**config.mk**
```make
export PLATFORM = sky130hd
export DESIGN_NAME = apb_req_arbiter
export DESIGN_NICKNAME = d
export VERILOG_FILES = /design/src/rtl/apb_req_arbiter.sv
export SDC_FILE = /design/constraint.sdc
export NUM_CORES = 1
export LEC_CHECK = 0
export CAP_MARGIN = 15
export CORE_MARGIN = 10
export CORE_UTILIZATION = 44
export DETAILED_ROUTE_END_ITERATION = 12
export PLACE_DENSITY = 0.95
export RECOVER_POWER = 100
export SYNTH_ARGS = -nofsm -noshare
export SYNTH_HDL_FRONTEND = slang
export SYNTH_SLANG_ARGS = --single-unit
```
**constraint.sdc**
```tcl
create_clock -name CCLK -period 4.6 [get_ports CCLK]
set_clock_uncertainty 0.2 [all_clocks]
set_input_delay 0.92 -clock CCLK [delete_from_list [all_inputs] [get_ports CCLK]]
set_output_delay 0.92 -clock CCLK [all_outputs]
set_load 0.02 [all_outputs]
```
**src/rtl/apb_req_arbiter.sv**
```systemverilog
// Two-requester round-robin arbiter in front of a single APB master.
// The winner's address, data and one-hot select are latched and a one-cycle
// start pulse is sent to the master. The block then waits for CPUPREADY, or
// gives up after TIMEOUT wait cycles, and pulses REQ_DONE/REQ_ERR back to the
// granted requester. Every output comes straight from a flop.
module apb_req_arbiter #(
  parameter int ADDR_W  = 8,
  parameter int DATA_W  = 21,
  parameter int SEL_W   = 8,
  parameter int TIMEOUT = 255
) (
  input  logic                CCLK,
  input  logic                CPURESET,
  input  logic [1:0]          REQ_VALID,
  input  logic [2*ADDR_W-1:0] REQ_ADDR,
  input  logic [2*DATA_W-1:0] REQ_DATA,
  input  logic [2*SEL_W-1:0]  REQ_SEL,
  output logic [1:0]          GRANT,
  output logic [1:0]          REQ_DONE,
  output logic [1:0]          REQ_ERR,
  output logic [DATA_W-1:0]   RSP_DATA,
  output logic                APBMASTERENABLE,
  output logic [ADDR_W-1:0]   addr,
  output logic [DATA_W-1:0]   data,
  output logic [SEL_W-1:0]    CPUSEL,
  input  logic                CPUPREADY,
  input  logic [DATA_W-1:0]   PRDATA
);

  typedef enum logic [1:0] {IDLE, ISSUE, WAIT, DONE} state_t;

  localparam logic [7:0] TIMEOUT_C = 8'(TIMEOUT);

  state_t              state_q, state_d;
  logic                owner_q, owner_d;   // index of the current grant
  logic                last_q, last_d;     // index of the last completed grant
  logic                err_q, err_d;       // abort flag carried into DONE
  logic [7:0]          cnt_q, cnt_d;       // wait-cycle counter
  logic [7:0]          cnt_inc;

  logic [1:0]          grant_d, done_d, rerr_d;
  logic [DATA_W-1:0]   rsp_d, data_d;
  logic                en_d;
  logic [ADDR_W-1:0]   addr_d;
  logic [SEL_W-1:0]    sel_d;

  logic                win;
  logic [1:0]          win_oh, owner_oh;
  logic [ADDR_W-1:0]   win_addr;
  logic [DATA_W-1:0]   win_data;
  logic [SEL_W-1:0]    win_sel;
  logic                win_sel_ok;

  // Round-robin pick and the winner's request fields.
  always_comb begin
    // A tie goes to the requester that did not complete last.
    win        = (REQ_VALID == 2'b11) ? ~last_q : REQ_VALID[1];
    win_oh     = win ? 2'b10 : 2'b01;
    owner_oh   = owner_q ? 2'b10 : 2'b01;
    win_addr   = win ? REQ_ADDR[2*ADDR_W-1:ADDR_W] : REQ_ADDR[ADDR_W-1:0];
    win_data   = win ? REQ_DATA[2*DATA_W-1:DATA_W] : REQ_DATA[DATA_W-1:0];
    win_sel    = win ? REQ_SEL[2*SEL_W-1:SEL_W]    : REQ_SEL[SEL_W-1:0];
    // One-hot test: non-zero and clearing the lowest set bit leaves nothing.
    win_sel_ok = (win_sel != '0) && ((win_sel & (win_sel - SEL_W'(1))) == '0);
    cnt_inc    = cnt_q + 8'd1;
  end

  // Next-state and next-output logic for the arbitration FSM.
  always_comb begin
    // NOTE: every signal assigned here gets a default first, so no path
    // leaves one unassigned and no latch is inferred.
    state_d = state_q;
    owner_d = owner_q;
    last_d  = last_q;
    err_d   = err_q;
    cnt_d   = cnt_q;
    grant_d = GRANT;
    done_d  = '0;
    rerr_d  = '0;
    en_d    = 1'b0;
    rsp_d   = RSP_DATA;
    addr_d  = addr;
    data_d  = data;
    sel_d   = CPUSEL;

    case (state_q)
      IDLE: begin
        if (|REQ_VALID) begin
          owner_d = win;
          grant_d = win_oh;
          addr_d  = win_addr;
          data_d  = win_data;
          sel_d   = win_sel;
          // A malformed select never reaches the APB master.
          err_d   = ~win_sel_ok;
          state_d = win_sel_ok ? ISSUE : DONE;
        end
      end
      ISSUE: begin
        en_d    = 1'b1;
        cnt_d   = '0;
        state_d = WAIT;
      end
      WAIT: begin
        // Completion is tested first so it beats a simultaneous timeout.
        if (CPUPREADY) begin
          rsp_d   = PRDATA;
          err_d   = 1'b0;
          state_d = DONE;
        end else begin
          cnt_d = cnt_inc;
          if (cnt_inc == TIMEOUT_C) begin
            err_d   = 1'b1;
            state_d = DONE;
          end
        end
      end
      DONE: begin
        done_d  = owner_oh;
        rerr_d  = err_q ? owner_oh : 2'b00;
        grant_d = '0;
        last_d  = owner_q;
        state_d = IDLE;
      end
      default: state_d = IDLE;
    endcase
  end

  // State and output registers with synchronous reset.
  always_ff @(posedge CCLK) begin
    // NOTE: sequential state uses non-blocking assignments so every flop
    // samples the values from before this edge, independent of order.
    if (CPURESET) begin
      state_q         <= IDLE;
      owner_q         <= 1'b0;
      last_q          <= 1'b1;   // requester 0 wins the first tie
      err_q           <= 1'b0;
      cnt_q           <= '0;
      GRANT           <= '0;
      REQ_DONE        <= '0;
      REQ_ERR         <= '0;
      RSP_DATA        <= '0;
      APBMASTERENABLE <= 1'b0;
      addr            <= '0;
      data            <= '0;
      CPUSEL          <= '0;
    end else begin
      state_q         <= state_d;
      owner_q         <= owner_d;
      last_q          <= last_d;
      err_q           <= err_d;
      cnt_q           <= cnt_d;
      GRANT           <= grant_d;
      REQ_DONE        <= done_d;
      REQ_ERR         <= rerr_d;
      RSP_DATA        <= rsp_d;
      APBMASTERENABLE <= en_d;
      addr            <= addr_d;
      data            <= data_d;
      CPUSEL          <= sel_d;
    end
  end

endmodule
```
==> Yosys cells after proc, flatten, opt, wreduce, memory -nomap -nowiden <==
Index checks and enable logic that the tools add are counted.
{ "totals": {"regBits": 78, "wordCells": 64, "inputBits": 100, "output_inout_bits": 65} }
{ "op_classes": {"n_eq_ne": 8, "addsub": 2, "n_reduce_logical": 16, "n_bitwise": 5, "mux": 20} }
{ "op_table": {"columns": ["operator", "n"], "rows": [
  ["8-bit two-way mux", 3],
  ["21-bit two-way mux", 1],
  ["8-bit one-hot mux with 2 select lines", 1],
  ["2-bit two-way mux", 7],
  ["2-bit AND reduction", 5],
  ["8-bit by 1-bit adder with 8-bit output, second input constant", 1],
  ["8-bit AND", 1],
  ["8-bit equality test, second input constant", 1],
  ["8-bit logical NOT", 1],
  ["2-bit one-hot mux with 4 select lines", 1],
  ["8-bit nonzero test", 1],
  ["8-bit by 1-bit subtractor with 8-bit output, second input constant", 1],
  ["2-bit equality test, second input constant", 3],
  ["2-bit nonzero test", 3],
  ["1-bit two-way mux", 5],
  ["2-bit != test, second input constant", 2],
  ["1-bit NOT", 4],
  ["2-bit one-hot mux with 2 select lines", 1],
  ["2-bit OR reduction", 2],
  ["3-bit != test, second input constant", 1],
  ["3-bit AND reduction", 1],
  ["3-bit OR reduction", 1],
  ["2-bit by 1-bit equality test with 1-bit output, second input constant", 1],
  ["2-bit logical NOT", 1],
  ["2 further kinds", 2]
]} }

==> Logic depth before layout (Yosys ltp) <==
{ "depth": {"ltp_word": 10, "mapped_depth": 8, "mapped_depth_nobuf": 7} }

==> Worst setup path after synthesis <==
Ideal clock, no wire load.
{ "synth_path": {"path_type": "input to register", "start": "input REQ_SEL[13]", "end": "register err_q", "slack_ps": 1767, "t_required_ps": 4266, "setup_time_ps": 134, "path_stages": 6, "n_path_buf": 0, "arrival_ps": 2500, "path_cell_list": "or4_4 or4_1 a21o_1 a32o_1 nor3b_2 a2111oi_1"} }
{ "synth_between": {"elab_chain_cells": 8, "word_cells_on_any_way": 9, "cone_classes": "add/sub (1); mux (3); bitwise (2); reduce/logical (3)"} }
{ "synth_lines": {"columns": ["item", "line_no", "text"], "rows": [
  ["start: declaration", "17", "input logic [2*SEL_W-1:0] REQ_SEL,"],
  ["8-bit two-way mux (*)", "62", "win_sel = win ? REQ_SEL[2*SEL_W-1:SEL_W] : REQ_SEL[SEL_W-1:0];"],
  ["8-bit by 1-bit subtractor with 8-bit output", "64", "win_sel_ok = (win_sel != '0) && ((win_sel & (win_sel - SEL_W'(1))) == '0);"],
  ["8-bit AND", "64", null],
  ["8-bit logical NOT", "64", null],
  ["1-bit logical AND (*)", "64", null],
  ["1-bit NOT (*)", "95", "err_d = ~win_sel_ok;"],
  ["1-bit two-way mux (*)", "88", "if (|REQ_VALID) begin"],
  ["1-bit one-hot mux with 2 select lines (*)", "86", "case (state_q)"],
  ["end signal: assignment", "151", "err_q <= err_d;"],
  ["end: declaration", "37", "logic err_q, err_d;"]
]} }
Every way passes the cells marked *; elsewhere a longest branch is shown, timed or not. The select of a mux whose other input is x is not followed.
A chain may end at the register's enable or synchronous reset.

==> Worst setup path in the final report <==
{ "layout_path": {"start": "input REQ_VALID[0]", "end": "register err_q"} }
{ "layout_between": {"elab_chain_cells": 10, "word_cells_on_any_way": 14, "cone_classes": "add/sub (1); eq/ne (2); mux (4); bitwise (2); reduce/logical (5)"} }
{ "layout_lines": {"columns": ["item", "line_no", "text"], "rows": [
  ["start: declaration", "14", "input logic [1:0] REQ_VALID,"],
  ["2-bit equality test", "57", "win = (REQ_VALID == 2'b11) ? ~last_q : REQ_VALID[1];"],
  ["1-bit two-way mux", "57", null],
  ["8-bit two-way mux", "62", null],
  ["8-bit by 1-bit subtractor with 8-bit output", "64", null],
  ["8-bit AND", "64", null],
  ["8-bit logical NOT", "64", null],
  ["1-bit logical AND", "64", null],
  ["1-bit NOT", "95", null],
  ["1-bit two-way mux", "88", null],
  ["1-bit one-hot mux with 2 select lines", "86", null]
]} }
Several ways; a longest one is shown, not always the timed one. The select of a mux whose other input is x is not followed.

==> results.txt <==
- The count of pins over their slew limit was 0.
* Core region area: 7730 um2
* Via total after detailed routing: between 3000 and 4000
- Clock network power share: between 20% and 30%
- Buffer type at the clock tree root: sky130_fd_sc_hd__clkbuf_8
* Overall routed net length: about 12000 um
- In this run the number of H-tree levels came out at 3.
- Final setup violation count: 0
- Timing analysis after detailed placement gives a worst setup slack of roughly 1.1 ns.
* Top-level port count: 165
- Proportion of synthesized chip area in sequential cells: between 40 and 50%
- Num Clock Sinks: between 70 and 80
* Die width: roughly 110 um
- The initial utilization of the core area, before any placement, comes to approximately 45%.
* Final routed DRC violation total: 0
- The worst path uses between 60% and 70% of the clock period.
- Synth-to-Final Area Change: 54.2%
* F_max: 312 MHz
- Using the TritonRoute via totals, the vias-per-cell ratio works out to between 5 and 6.
* Worst Hold End: RSP_DATA[3]$_SDFFE_PP0P_
- Inserted Clock Buffers: 9
- In this run the worst path has a maximum fanout of 28.
- The worst setup path is launched from an input port.
- Row generation in the floorplan step produced 32 rows.
- Category of the critical setup timing path: in2reg
- For the worst setup path, the data arrival time is 3.22 ns.
* Switching share of power: 38.0%
* Max Cap Violations: 0
* Number of synthesized register bits: 78
- Entering global routing, the biggest net connects between 50 and 60 pins.
- Setup repair after global routing missed its margin: no
- HPWL after detailed placement: between 9000 and 10000 um
- Number of global-route vias before repair: between 3000 and 4000
- Overall power of the completed layout: 2630 uW
- Once routing completed, OpenROAD measured the worst setup slack at around 1.4 ns.
- The detailed router finished its first iteration with 224 violations.
- The analysis attributes to cell leakage a power of ~0.0021 uW.
- Number of nets with antenna violations after detailed routing: 0
- Counting distinct cell types in the post-synthesis netlist gives between 40 and 50.
* Resize count post-CTS: 0
* Worst slew margin: between 10% and 20%
* Number of diodes added for antenna fixing: 0
- Critical hold path startpoint: RSP_DATA[3]$_SDFFE_PP0P_
* Clock latency reported for the late side of the worst-skew pair: around 0.34 ns
- The die covers approximately 12000 um2.
* CP required: ~4.6 ns
* Power density of the placed cells: between 400 and 500 nW/um2
- The count of buffers added on input and output ports is between 150 and 200.
- Measured along the y axis, the die boundary spans 109 um.
- Sequential group share of total power: 35.5%
- In the final routed layout, each cell accounts on average for around 18 um.
- The routed design could run at a clock period as short as around 3.2 ns.
- Counting every net in the synthesized netlist gives 554.
- In this run the cell area of the synthesized design comes to ~3500 um2.
- In this run, synthesis inferred 0 flip-flops with an integrated enable.
* Average cell area after synthesis: 7.81 um2
- Fin. Hold Viols: 0
- Global-route wire length before repair: 19100 um
- Along the worst hold path, the cell count comes to 2.
- R2r startpoint: cnt_q[0]$_SDFFE_PP0P_
- The internal power of the cells totals around 1600 uW.
- The worst register-to-register path has a setup slack of 1.78 ns.
* Kind of path behind the tightest hold check: reg2reg
- In the final design database the tool counted around 700 nets.
* Status: complete, no violations
- Fraction of final layout cells sized beyond drive strength 1: under 10%
* Capturing element type of the critical path: flop
- Global routing consumed, over all layers together, between 20% and 30% of the routing resources.
- Cells after Synth: 448
- Final Hold Slack: approximately 0.25 ns
* Clock tree from TritonCTS: yes
- Counting along the longest clock path gives a buffer depth of 2.
- After routing, the total negative slack on setup checks comes to 0 ns.
* Remaining Overflow, GRT: 0
- Slew of the pin with the lowest slew margin: between 1 and 1.5 ns
- Synth Flop Type: sky130_fd_sc_hd__dfxtp_1
* Hold Buf Count CTS: 0
- IR analysis of the VDD net gives a maximum drop of 0.266 mV.
* Post-CTS repair timing setup buffer count: 0
- Synth async-reset ratio: 0%
* Number of antenna violations at the first check in global routing: 0
- Comb power frac: ~43%
* Destination of the worst register-to-register timing path: err_q$_SDFFE_PP0P_
* Worst r2r path cells: 7
- Final weighted congestion in routability-driven placement: a little under 0.9
* Switching pwr: between 900 and 1000 uW
* Synth warn: 0
* Initial DRT Pass Iterations: 4
- After clock tree synthesis, the clock-pin slew on the worst setup and hold paths is approximately 0.08 ns.
==> worst max-delay path: stages <==
cell,delay (ns)
sky130_fd_sc_hd__dlygate4sd3_1,0.61
sky130_fd_sc_hd__a21bo_1,0.43
sky130_fd_sc_hd__buf_4,0.38
sky130_fd_sc_hd__a211oi_1,0.10
sky130_fd_sc_hd__a31oi_1,0.15
sky130_fd_sc_hd__a32o_1,0.22
sky130_fd_sc_hd__nor3b_2,0.05
sky130_fd_sc_hd__a2111oi_0,0.35
==> layer usage <==
metal,GRT usage [%],wire [um]
met5,0,0
met4,7.90,299
met3,11.4,1680
met2,34.4,5970
met1,20.0,4360
==> logic make-up after synthesis <==
logic type                 after synthesis  synth area share [%]
buffers and inverters                   40                  4.33
xor gates and xnor gates                 3                 0.751
AOI/OAI and AO/OA                      104                  21.8
adders and majority gates                7                  2.43
and+or+nand+nor                        215                  25.8
muxes                                    1                 0.286
DFF                                     78                  44.6
==> worst max-delay path by stage <==
stage | endpoint | depth (start not counted) | start | slack (ns)
final | err_q$_SDFFE_PP0P_ | 8 | REQ_VALID[0] | 1.40
after global routing | err_q$_SDFFE_PP0P_ | 8 | REQ_VALID[0] | 1.23
after CTS | err_q$_SDFFE_PP0P_ | 7 | REQ_SEL[11] | 1.51
after detailed placement | err_q$_SDFFE_PP0P_ | 7 | REQ_SEL[11] | 1.14
after global placement | err_q$_SDFFE_PP0P_ | 7 | REQ_SEL[13] | 1.20
after floorplan | err_q$_SDFFE_PP0P_ | 6 | REQ_SEL[13] | 1.77
==> power by group through the flow <==
| stage | sequential, uW | combinational (uW) | clock [uW] |
|---|---|---|---|
| 5_1_grt | 951 | 1220 | 611 |
| 4_1_cts | 940 | 1190 | 583 |
| 3_5_place_dp | 954 | 1180 | 0 |
| 6_report | 934 | 1120 | 574 |
| 2_1_floorplan | 1120 | 465 | 0 |
| 3_3_place_gp | 940 | 1140 | 0 |
==> final cells by class <==
class	count	area, um2
tap	102	128
timing repair buffer	168	1680
sequential	78	1560
clock inverter	5	81.3
inverter	8	30.0
fill	555	2330
clock buffer	11	141
multi-input combinational	330	1780
==> placed cells by master, fill, tap and decap left out, types with 3 or more instances in the layout <==
cell type / netlist / layout
sky130_fd_sc_hd__a21oi_1: 31 / 31
sky130_fd_sc_hd__a311oi_1: 39 / 39
sky130_fd_sc_hd__nor2b_1: 4 / 3
sky130_fd_sc_hd__clkdlybuf4s50_1: 0 / 96
sky130_fd_sc_hd__clkbuf_8: 0 / 10
sky130_fd_sc_hd__nand2b_1: 3 / 3
sky130_fd_sc_hd__nor3_1: 3 / 3
sky130_fd_sc_hd__buf_4: 0 / 3
sky130_fd_sc_hd__a31oi_1: 5 / 5
sky130_fd_sc_hd__a2111oi_0: 2 / 3
sky130_fd_sc_hd__dfxtp_1: 78 / 78
sky130_fd_sc_hd__dlygate4sd3_1: 0 / 67
sky130_fd_sc_hd__nand2_1: 130 / 130
sky130_fd_sc_hd__o21ai_0: 9 / 9
sky130_fd_sc_hd__nor2_1: 55 / 55
sky130_fd_sc_hd__a211oi_1: 3 / 3
sky130_fd_sc_hd__ha_1: 6 / 6
sky130_fd_sc_hd__inv_1: 8 / 8
==> sequential cells by signal, indices dropped and copies added, names as in the netlist, 2 cells and up <==
register  flops
cnt_q         8
addr          8
REQ_ERR       2
state_q       2
REQ_DONE      2
CPUSEL        8
GRANT         2
data         21
RSP_DATA     21
==> through the flow <==
| step | utilization [%] | cell area (um2) | instances |
|---|---|---|---|
| 5_1_grt | 69.9 | 5400 | 702 |
| 4_1_cts | 70.1 | 5420 | 702 |
| 6_report | 69.9 | 5400 | 702 |
| 2_1_floorplan | - | 3500 | 448 |
| 3_5_place_dp | 67.2 | 5200 | 686 |
| 3_3_place_gp | 67.2 | 5200 | 686 |
==> cell usage after synthesis, types with 2 or more instances <==
library cell	instances	share of area, %
sky130_fd_sc_hd__ha_1	6	2.1
sky130_fd_sc_hd__a311oi_1	39	9.8
sky130_fd_sc_hd__nand2b_1	3	0.54
sky130_fd_sc_hd__xnor2_1	2	0.50
sky130_fd_sc_hd__nor2b_1	4	0.71
sky130_fd_sc_hd__clkbuf_1	29	3.1
sky130_fd_sc_hd__nand2_1	130	14
sky130_fd_sc_hd__a31oi_1	5	0.89
sky130_fd_sc_hd__a211oi_1	3	0.64
sky130_fd_sc_hd__and2_1	3	0.54
sky130_fd_sc_hd__nand3_1	2	0.29
sky130_fd_sc_hd__buf_1	2	0.21
sky130_fd_sc_hd__a21oi_1	31	4.4
sky130_fd_sc_hd__nor4_1	2	0.36
sky130_fd_sc_hd__o211a_1	2	0.57
sky130_fd_sc_hd__nor3_1	3	0.43
sky130_fd_sc_hd__inv_1	8	0.86
sky130_fd_sc_hd__dfxtp_1	78	45
sky130_fd_sc_hd__and3_1	2	0.36
sky130_fd_sc_hd__o32ai_1	2	0.50
sky130_fd_sc_hd__o21ai_0	9	1.3
sky130_fd_sc_hd__o31ai_1	2	0.43
sky130_fd_sc_hd__nor2_1	55	5.9
sky130_fd_sc_hd__a2111oi_0	2	0.50
(Power assumes the default switching activity.)
